===== config.mk =====
export PLATFORM = sky130hd
export DESIGN_NAME = mac_operand_sequencer
export DESIGN_NICKNAME = d
export VERILOG_FILES = /design/src/rtl/mac_pkg.sv /design/src/rtl/mac_accumulator.sv /design/src/rtl/mac_operand_sequencer.sv
export SDC_FILE = /design/constraint.sdc
export NUM_CORES = 1
export LEC_CHECK = 0
export ABC_AREA = 1
export ABC_CLOCK_PERIOD_IN_PS = 1700
export BUFFER_PORTS_ARGS = -buffer_cell sky130_fd_sc_hd__buf_2
export CAP_MARGIN = 25
export CORE_ASPECT_RATIO = 0.9
export CORE_UTILIZATION = 47
export CTS_CLUSTER_SIZE = 20
export DETAILED_ROUTE_END_ITERATION = 7
export PLACE_DENSITY = 0.85
export SYNTH_ARGS = -nofsm -noshare
export SYNTH_HDL_FRONTEND = slang
export SYNTH_SLANG_ARGS = --single-unit

===== constraint.sdc =====
create_clock -name clk -period 1.7 [get_ports clk]
set_input_delay 0.085 -clock clk [delete_from_list [all_inputs] [get_ports clk]]
set_output_delay 0.085 -clock clk [all_outputs]
set_load 0.01 [all_outputs]

===== src/rtl/mac_pkg.sv =====
// Shared types and operand widths for the MAC operand sequencer and its accumulator.
package mac_pkg;
    typedef enum logic [1:0] {
        IDLE = 2'd0,
        LOAD = 2'd1,
        MAC  = 2'd2,
        DONE = 2'd3
    } state_e;

    localparam int OP_W   = 4;
    localparam int PROD_W = 8;
endpackage


===== src/rtl/mac_accumulator.sv =====
// Wide accumulator with carry capture: adds a zero-extended product per enable and keeps a sticky overflow flag.
module mac_accumulator
    import mac_pkg::*;
#(
    parameter int ACC_W = 12
) (
    input  logic              clk,
    input  logic              rst,
    input  logic              clr,
    input  logic              en,
    input  logic [PROD_W-1:0] prod,
    output logic [ACC_W-1:0]  acc,
    output logic              ovf
);
    logic [ACC_W-1:0] acc_q;
    logic             ovf_q;
    logic [ACC_W:0]   sum_d;

    // One extra bit on the adder so the carry out of the accumulator can be captured.
    assign sum_d = {1'b0, acc_q} + {{(ACC_W + 1 - PROD_W){1'b0}}, prod};

    always_ff @(posedge clk) begin
        if (rst) begin
            acc_q <= '0;
            ovf_q <= 1'b0;
        end else if (clr) begin
            acc_q <= '0;
            ovf_q <= 1'b0;
        end else if (en) begin
            acc_q <= sum_d[ACC_W-1:0];
            ovf_q <= ovf_q | sum_d[ACC_W];
        end
    end

    assign acc = acc_q;
    assign ovf = ovf_q;
endmodule


===== src/rtl/mac_operand_sequencer.sv =====
// Burst sequencer around an external 4x4 array multiplier: loads operand pairs, accumulates products, hands off the sum.
module mac_operand_sequencer
    import mac_pkg::*;
#(
    parameter int ACC_W = 12,
    parameter int CNT_W = 4
) (
    input  logic              clk,
    input  logic              rst,
    input  logic              start,
    input  logic [CNT_W-1:0]  len,
    input  logic              in_valid,
    output logic              in_ready,
    input  logic [OP_W-1:0]   in_m,
    input  logic [OP_W-1:0]   in_q,
    output logic [OP_W-1:0]   mul_m,
    output logic [OP_W-1:0]   mul_q,
    input  logic [PROD_W-1:0] mul_p,
    output logic [ACC_W-1:0]  acc_out,
    output logic              out_valid,
    input  logic              out_ready,
    output logic              ovf,
    output logic              busy
);
    state_e           state_q;
    logic [CNT_W-1:0] cnt_q;
    logic [OP_W-1:0]  mul_m_q;
    logic [OP_W-1:0]  mul_q_q;
    logic             acc_clr;
    logic             acc_en;

    always_ff @(posedge clk) begin
        if (rst) begin
            state_q <= IDLE;
            cnt_q   <= '0;
            mul_m_q <= '0;
            mul_q_q <= '0;
        end else begin
            case (state_q)
                IDLE: begin
                    if (start) begin
                        cnt_q   <= len;
                        state_q <= (len == '0) ? DONE : LOAD;
                    end
                end
                LOAD: begin
                    if (in_valid) begin
                        mul_m_q <= in_m;
                        mul_q_q <= in_q;
                        state_q <= MAC;
                    end
                end
                MAC: begin
                    cnt_q   <= cnt_q - CNT_W'(1);
                    state_q <= (cnt_q == CNT_W'(1)) ? DONE : LOAD;
                end
                DONE: begin
                    if (out_ready) begin
                        state_q <= IDLE;
                    end
                end
                default: state_q <= IDLE;
            endcase
        end
    end

    // The product of the pair loaded in LOAD is settled on mul_p throughout MAC.
    assign acc_clr = (state_q == IDLE) && start;
    assign acc_en  = (state_q == MAC);

    mac_accumulator #(
        .ACC_W (ACC_W)
    ) u_acc (
        .clk  (clk),
        .rst  (rst),
        .clr  (acc_clr),
        .en   (acc_en),
        .prod (mul_p),
        .acc  (acc_out),
        .ovf  (ovf)
    );

    assign mul_m     = mul_m_q;
    assign mul_q     = mul_q_q;
    assign in_ready  = (state_q == LOAD);
    assign out_valid = (state_q == DONE);
    assign busy      = (state_q != IDLE);
endmodule


==> results.md, run 1 <==
Pwr:
- Summed over all cells, the static leakage comes to approximately 1 nW.
- Summed over all nets, the switching power comes to 0.433 mW.
- Of the total power, registers draw 49.4%.
- Power spread over the standard cell area amounts to between 700 and 800 mW/mm2.
- The clock network burns 26.5% of the power.
- The net switching share of the total power is slightly above 30%.
- The portion of total power attributed to combinational logic is 24.2%.
- The internal power of the cells totals between 0.9 and 1 mW.
- The peak ir drop on the vdd network is 0.799 mV.

Detailed routing:
- The detailed router's first-iteration violation count is 109.
- In the final routed layout, each cell accounts on average for 10.8 um.
- Across all layers, the routed design uses 1633 vias.
- After detailed routing, the total wire length is 3.52 mm.
- The number of iterations in the first detailed-routing pass is 4.
- In the routed design, unresolved DRC markers number 0.
- The via-per-instance ratio is about 5.0.
- The final antenna-violating net count is 0.

STA:
- Final hold analysis gives a worst-case slack of 65.6 ps.
- The number of failing hold endpoints at the final stage is 0.
- Setup repair after global routing left no endpoint under its margin.
- The final critical delay including setup and external delays is ~1600 ps.
- Setup total negative slack on the finished layout was measured at 0 ps.
- The final clock skew is 11.1 ps.
- Setup slack closes at around 100 ps.
- The measured slew at the worst slew-check pin is 359 ps.
- The final number of max-transition violations is 0.
- Measured against its own limit, the worst slew margin works out to 76.0%.
- For this run, the top clock speed supported by timing is 627 MHz.
- The post-route clock period utilization is 93.9%.
- Setup violations remaining at the end of the flow were counted as 0.

Synthesis:
- The post-synthesis instance area is 0.00162 mm2.
- Ranked by total cell area, the synthesized netlist is headed by sky130_fd_sc_hd__dfxtp_1, sky130_fd_sc_hd__nand2_1, sky130_fd_sc_hd__nand3_1.
- The cell taking the most area after synthesis is sky130_fd_sc_hd__dfxtp_1.
- A synthesized cell averages 6.91 um2.
- Summing the sequential cell areas from Yosys gives 33.3% of the chip area.
- The number of unique standard cell types used by synthesis is 31.
- The register bit total from synthesis is 27.
- The cell count after synthesis came out at 235.
- Yosys printed 0 warnings.
- The area share of the largest cell type after synthesis is 33.3%.
- When the netlist entered floorplanning its net count stood at 271.

Run:
- The total of max-cap violations is 0.

Worst setup path:
- STA puts the critical path data required time at between 1500 and 2000 ps.
- Data arrives at the worst endpoint at 1790 ps.
- The setup check on the worst reg-to-reg path leaves a slack of 100 ps.
- The critical path endpoint is u_acc.acc[8]$_SDFFE_PP0P_.
- The reg-to-reg critical path endpoint is u_acc.acc[8]$_SDFFE_PP0P_.
- The startpoint type of the worst setup path is a register.
- For the worst flop-to-flop path, the logic depth is 9.
- The worst setup path is of the reg2reg kind.
- The startpoint of the worst setup timing path is u_acc.acc[0]$_SDFFE_PP0P_.
- The reg-to-reg critical path startpoint is u_acc.acc[0]$_SDFFE_PP0P_.
- The maximum fanout along the worst path is 5.
- The worst setup path is captured at a register.

Clock tree:
- Clock tree synthesis selected as its root buffer the cell sky130_fd_sc_hd__clkbuf_8.
- The TritonCTS clock tree is yes.
- The maximum level of the CTS H-tree is 1.
- The maximum number of buffers from clock root to sink is 2.
- Counting the buffers created by CTS gives 3.
- For this design, the sink count on the clock tree is 27.
- In this run, post-CTS hold repair placed 0 buffers.
- The clock latency of the later-clocked register in the worst-skew pair is 270 ps.
- The number of setup buffers added after CTS is 0.
- The clock-pin slew reported for the worst setup and hold paths after clock tree synthesis is approximately 100 ps.

Global route:
- The wire length of the first global-routing pass is between 5 and 6 mm.
- The total track usage is 19.1%.
- The global-route congestion overflow total is 0.
- The number of antenna violations at the first check in global routing is 0.
- The number of global-route vias before repair is 1334.
- Entering global routing, the biggest net connects 17 pins.

Floorplanning:
- The number of core rows is 19.
- The region available for standard cell placement spans about 0.0032 mm2.
- The full die area is 0.00369 mm2.
- The die is 57.7 um tall.
- The overall die width is about 64 um.
- Once the floorplan was initialized, standard cells occupied between 50% and 60% of the core.
- During I/O placement, the number of pins put on the boundary was 49.

Cells and area:
- Cells with a size suffix above 1 make up ~26% of the layout.
- The synthesis-to-finish area growth is 20.0%.
- The final layout net count is 321.
- The number of antenna cells inserted is 0.

Placed design:
- The routability-driven placement congestion ratio is 0.878.
- The number of port buffers is 48.
- The post-placement setup slack is 34.1 ps.
- The detailed placement HPWL is 2.67 mm.

Hold path:
- The class of the tightest hold or removal check is in2reg.

Status:
- The run finished with clean final reports.
## layout by cell type, fill, tap and decap left out, types with 2 or more instances in the layout
master                     instances
sky130_fd_sc_hd__or2_2             3
sky130_fd_sc_hd__inv_2             4
sky130_fd_sc_hd__nor2_4            2
sky130_fd_sc_hd__o21ai_0           7
sky130_fd_sc_hd__nand2_1          52
sky130_fd_sc_hd__nand2_2           4
sky130_fd_sc_hd__ha_1             10
sky130_fd_sc_hd__inv_1            29
sky130_fd_sc_hd__dfxtp_1          27
sky130_fd_sc_hd__xor2_1            3
sky130_fd_sc_hd__a21oi_1          22
sky130_fd_sc_hd__nor2_1           19
sky130_fd_sc_hd__clkbuf_8          3
sky130_fd_sc_hd__buf_2            48
sky130_fd_sc_hd__buf_4             2
sky130_fd_sc_hd__nand3_1          27
sky130_fd_sc_hd__nor2_2            2
sky130_fd_sc_hd__nand4_1           3
sky130_fd_sc_hd__o21ai_1           4
## synthesized netlist by cell type
master and instances:
sky130_fd_sc_hd__xnor2_1 1, sky130_fd_sc_hd__nand4_1 3, sky130_fd_sc_hd__buf_2 1, sky130_fd_sc_hd__nor3_2 1, sky130_fd_sc_hd__a21oi_1 23, sky130_fd_sc_hd__inv_1 29
sky130_fd_sc_hd__nor2_4 2, sky130_fd_sc_hd__a211oi_1 1, sky130_fd_sc_hd__or2_2 3, sky130_fd_sc_hd__nand4_2 1, sky130_fd_sc_hd__nor3_1 1, sky130_fd_sc_hd__dfxtp_1 27
sky130_fd_sc_hd__xor2_1 3, sky130_fd_sc_hd__buf_4 2, sky130_fd_sc_hd__ha_1 10, sky130_fd_sc_hd__o21ai_1 4, sky130_fd_sc_hd__nand2_2 3, sky130_fd_sc_hd__a21boi_0 1
sky130_fd_sc_hd__or2_1 1, sky130_fd_sc_hd__buf_6 1, sky130_fd_sc_hd__nor3b_1 1, sky130_fd_sc_hd__nand3_1 27, sky130_fd_sc_hd__o21a_1 1, sky130_fd_sc_hd__nor2_2 2
sky130_fd_sc_hd__nor2_1 19, sky130_fd_sc_hd__fa_1 1, sky130_fd_sc_hd__nand3b_1 1, sky130_fd_sc_hd__o21ai_0 7, sky130_fd_sc_hd__nand2_1 53, sky130_fd_sc_hd__inv_2 4
sky130_fd_sc_hd__dlygate4sd1_1 1
## layout make-up
cell class | instances | area, um2
clock buffer | 3 | 41.3
clock inverter | 1 | 7.51
fill | 304 | 1210
inverter | 33 | 124
multi-input combinational | 170 | 927
sequential | 27 | 541
tap | 42 | 52.6
timing repair buffer | 50 | 255
## what timing repair did
item,CTS,global route
resized for setup,0,3
endpoints found under the setup margin,0,6
endpoints found under the hold margin,0,0
## logic make-up (layout without fill, tap and decap cells)
family	Yosys count	after routing	share of synthesized area (%)
fa+ha+maj	11	11	8.94
xor+xnor	4	4	2.16
compound gates	37	37	11.9
flops	27	27	33.3
simple gates	118	118	33.6
buf+inv	38	87	10.1
## per-layer routing
metal / up-vias / part of all wire, % / global-route usage [%] / wire [um]
met5: - / 0 / 0 / 0
met4: 0 / 0.54 / 3.57 / 19
met3: 2 / 6.1 / 3.94 / 213
met2: 64 / 44 / 30.1 / 1530
met1: 709 / 50 / 27.3 / 1750
li1: 858 / - / - / -
## power by group through the flow
stage          Sequential, mW  Combinational, mW  Clock [mW]
4_1_cts                 0.690              0.334       0.384
2_1_floorplan           0.710              0.229           0
3_3_place_gp            0.703              0.327           0
5_1_grt                 0.695              0.381       0.409
3_5_place_dp            0.705              0.332           0
6_report                0.690              0.337       0.370
## critical path, stage by stage, from the launching register on
cell	delay [ps]
sky130_fd_sc_hd__dfxtp_1	340
sky130_fd_sc_hd__ha_1	230
sky130_fd_sc_hd__fa_2	360
sky130_fd_sc_hd__nand2_1	80
sky130_fd_sc_hd__nand2_1	80
sky130_fd_sc_hd__nand3_1	110
sky130_fd_sc_hd__nand2_2	90
sky130_fd_sc_hd__nand2_1	60
sky130_fd_sc_hd__nand2_1	50
sky130_fd_sc_hd__a21oi_1	130
## registers in the layout (all words and copies together), names as in the netlist
register   count
mul_q          4
state_q        2
u_acc.acc     12
cnt_q          4
mul_m          4
u_acc.ovf      1
## how the worst min path moves through the flow
stage / slack (ps) / from / to / cells after the start
finish: 70 / in_q[2] / mul_q[2]$_SDFFE_PP0P_ / 3
CTS: 60 / in_q[2] / mul_q[2]$_SDFFE_PP0P_ / 3
detailed placement: 360 / in_q[2] / mul_q[2]$_SDFFE_PP0P_ / 3
global placement: 360 / in_m[3] / mul_m[3]$_SDFFE_PP0P_ / 3
floorplan: 240 / rst / u_acc.acc[11]$_SDFFE_PP0P_ / 3
global route: 60 / in_m[0] / mul_m[0]$_SDFFE_PP0P_ / 3
## per-stage QoR
stage	power [mW]	instance area (um2)	utilization (%)	cells
2_1_floorplan	0.939	1620	-	235
3_3_place_gp	1.03	1890	59.8	322
3_5_place_dp	1.04	1890	59.8	322
4_1_cts	1.41	1940	61.3	326
5_1_grt	1.48	1950	61.6	326
6_report	1.40	1950	61.6	326
No activity file was read; power rests on OpenSTA's default activity.
==> inputs of run 2 (changes only) <==
BUFFER_PORTS_ARGS = default   (was -buffer_cell sky130_fd_sc_hd__buf_2)
CORE_UTILIZATION = 55   (was 47)
DONT_BUFFER_PORTS = 1   (was default)
PLACE_DENSITY = 0.81   (was 0.85)
==> run 2 against run 1 <==
Clock power decreased by 21%. Fmax increased by 0.86%. Count of clock-buffer cells in the layout unchanged. Critical path type unchanged. Wire length decreased by 2.6%. Critical path depth unchanged. Largest power group unchanged. Highest routed layer unchanged.
==> results.md, run 2 (same netlist as run 1, synthesis figures left out) <==
Cells and area:
- In the layout the commonest cells are sky130_fd_sc_hd__nand2_1, sky130_fd_sc_hd__inv_1, sky130_fd_sc_hd__nand3_1, sky130_fd_sc_hd__dfxtp_1, sky130_fd_sc_hd__a21oi_1.
- The leading cell type in the layout, fill and taps excluded is sky130_fd_sc_hd__nand2_1.
- The fraction of final layout cells sized beyond drive strength 1 is between 10% and 20%.
- The area of all sequential standard cells is 542 um2.
- The number of flip-flops in the largest register is 12.
- The layout has 245 filler cells.
- Compared with the post-synthesis result, the final layout area differs by 15.0%.
- The final layout net count is 292.
- The area taken by multi-input logic gates is approximately 930 um2.

STA:
- The post-route clock period utilization is 93.1%.
- The maximum operating frequency is approximately 630 MHz.
- For the pin with the worst max-slew slack, the measured transition is 532 ps.
- Once routing completed, OpenROAD measured the worst setup slack at 118 ps.
- The setup TNS after final layout is 0 ps.
- The final number of max-transition violations came to 0.
- The final critical delay including setup and external delays is 1580 ps.
- Setup repair after global routing left no endpoint under its margin.
- Headroom to the max-slew limit came out at approximately 64%.
- The number of failing hold endpoints at the final stage came to 0.
- The number of failing setup endpoints in the final timing report is 0.
- The final clock skew is 11.0 ps.

Worst setup path:
- The critical path in this run is classified as reg2reg.
- In this run the worst path has a maximum fanout of 5.
- The internal reg-to-reg setup slack is 120 ps.
- Data on the critical path is required at its endpoint by 1970 ps.
- The worst setup path is launched from a register.
- The worst endpoint data arrival time is 1860 ps.
- STA classifies the critical path endpoint as a register.

Detailed routing:
- After detailed routing, the average wire length per cell comes to 11.6 um.
- Using the TritonRoute via totals, the vias-per-cell ratio works out to 5.14.
- The first routing iteration left 73 violations.
- Once detail routing completed, the nets flagged for antenna violations numbered 0.
- The routed wire length is between 3 and 4 mm.
- The number of remaining DRC errors is 0.
- The final route contains 1522 vias.
- The number of iterations in the first detailed-routing pass is 4.

Floorplanning:
- In this run the count of I/O pins placed on the die edge is 49.
- The starting utilization of the core area is roughly three fifths.
- The die is around 54 um tall.
- The floorplan has 18 rows.
- The die is a little under 60 um wide.
- The die covers 0.00317 mm2.
- The core footprint is between 0.002 and 0.003 mm2.

Global route:
- After global routing the overflow that remains totals 0.
- The number of global-route vias before repair is roughly 1.3k.
- Global routing used 21.8% of the available tracks across all layers.
- Entering global routing, the biggest net connects 17 pins.
- The wire length of the first global-routing pass is around 5.3 mm.
- The number of antenna violations at the first check in global routing is 1.

Status:
- The flow ran to the end, and the final reports show no timing, DRC or antenna violations.

Placed design:
- At the placement stage, the worst setup path has a slack of 60.6 ps.
- The detailed placement HPWL is 2.45 mm.
- Port buffering added 0 buffers.
- The routability-driven placement congestion ratio is 0.883.

Hold path:
- The class of the tightest hold or removal check is in2reg.

Run:
- The total of max-cap violations is 0.

Clock tree:
- The TritonCTS clock tree is yes.
- The clock-pin slew reported for the worst setup and hold paths after clock tree synthesis is 160 ps.
- The clock latency of the later-clocked register in the worst-skew pair is ~340 ps.
- The number of buffers inserted by post-CTS setup repair is 0.
- The maximum number of buffers from clock root to sink is 2.
- The clock net in this run drives a total of 27 sinks.
- CTS built an H-tree with a depth of 1.
- Counting the buffers created by CTS gives 3.
- The clock root buffer is sky130_fd_sc_hd__clkbuf_4.

Pwr:
- The peak ir drop on the vdd network is 0.449 mV.
- Summed over all cells, the static leakage comes to 0.845 nW.
- In this run the power density over the cells is about 700 mW/mm2.
[run 2: area by class of cell]
cell class / count / area share, %
multi-input cells: 170 / 49.7
flip-flops and latches: 27 / 29.0
repair buffers: 21 / 10.3
inverters: 33 / 6.64
well taps: 40 / 2.68
clock buffers: 3 / 1.21
clock inverters: 1 / 0.268
diodes: 1 / 0.134
[run 2: repair_timing]
item,CTS,global route
endpoints found under the hold margin,17,0
setup endpoints to repair,0,8
hold buffers,14,0
gates resized for setup,0,4
[run 2: power by group]
part           switching, mW  total, mW  leakage (nW)  internal, mW
registers             0.0306      0.698         0.220         0.668
clock network          0.204      0.293        0.0177        0.0886
logic                  0.188      0.310         0.608         0.123
[run 2: critical path, stage by stage (launching register included)]
cell                      delay, ps
sky130_fd_sc_hd__dfxtp_1        340
sky130_fd_sc_hd__ha_1           220
sky130_fd_sc_hd__fa_2           360
sky130_fd_sc_hd__nand2_1         80
sky130_fd_sc_hd__nand2_1         90
sky130_fd_sc_hd__nand3_1        110
sky130_fd_sc_hd__nand2_2         90
sky130_fd_sc_hd__nand2_1         70
sky130_fd_sc_hd__nand2_1         50
sky130_fd_sc_hd__a21oi_1        130
[run 2: routing by layer]
layer  GRT usage, %  share of wire (%)  vias up  routed length (um)
met5              0                  0        -                   0
met3           6.97                7.1        7                 244
li1               -                  -      802                   -
met1           28.3                 47      663                1630
met4           6.75                1.4        0                  47
met2           34.5                 44       50                1510
[run 2: through the flow]
step | util [%] | hold WS, ps | power, mW | cells | instance area (um2)
2_1_floorplan | - | 239 | 0.939 | 235 | 1620
3_3_place_gp | 60.8 | 157 | 0.979 | 277 | 1690
3_5_place_dp | 60.8 | 160 | 0.985 | 277 | 1690
4_1_cts | 66.9 | 11.0 | 1.31 | 295 | 1850
5_1_grt | 67.3 | 27.4 | 1.37 | 296 | 1870
6_report | 67.3 | 8.99 | 1.30 | 296 | 1870
[run 2: path summary, 6_finish.rpt]
kind | endpoint | depth (start not counted) | startpoint
max | u_acc.acc[8]$_SDFFE_PP0P_ | 9 | u_acc.acc[0]$_SDFFE_PP0P_
min | state_q[0]$_SDFFE_PP0P_ | 4 | in_valid
max reg2reg | u_acc.acc[8]$_SDFFE_PP0P_ | 9 | u_acc.acc[0]$_SDFFE_PP0P_
min reg2reg | cnt_q[3]$_SDFFE_PP0P_ | 2 | cnt_q[3]$_SDFFE_PP0P_
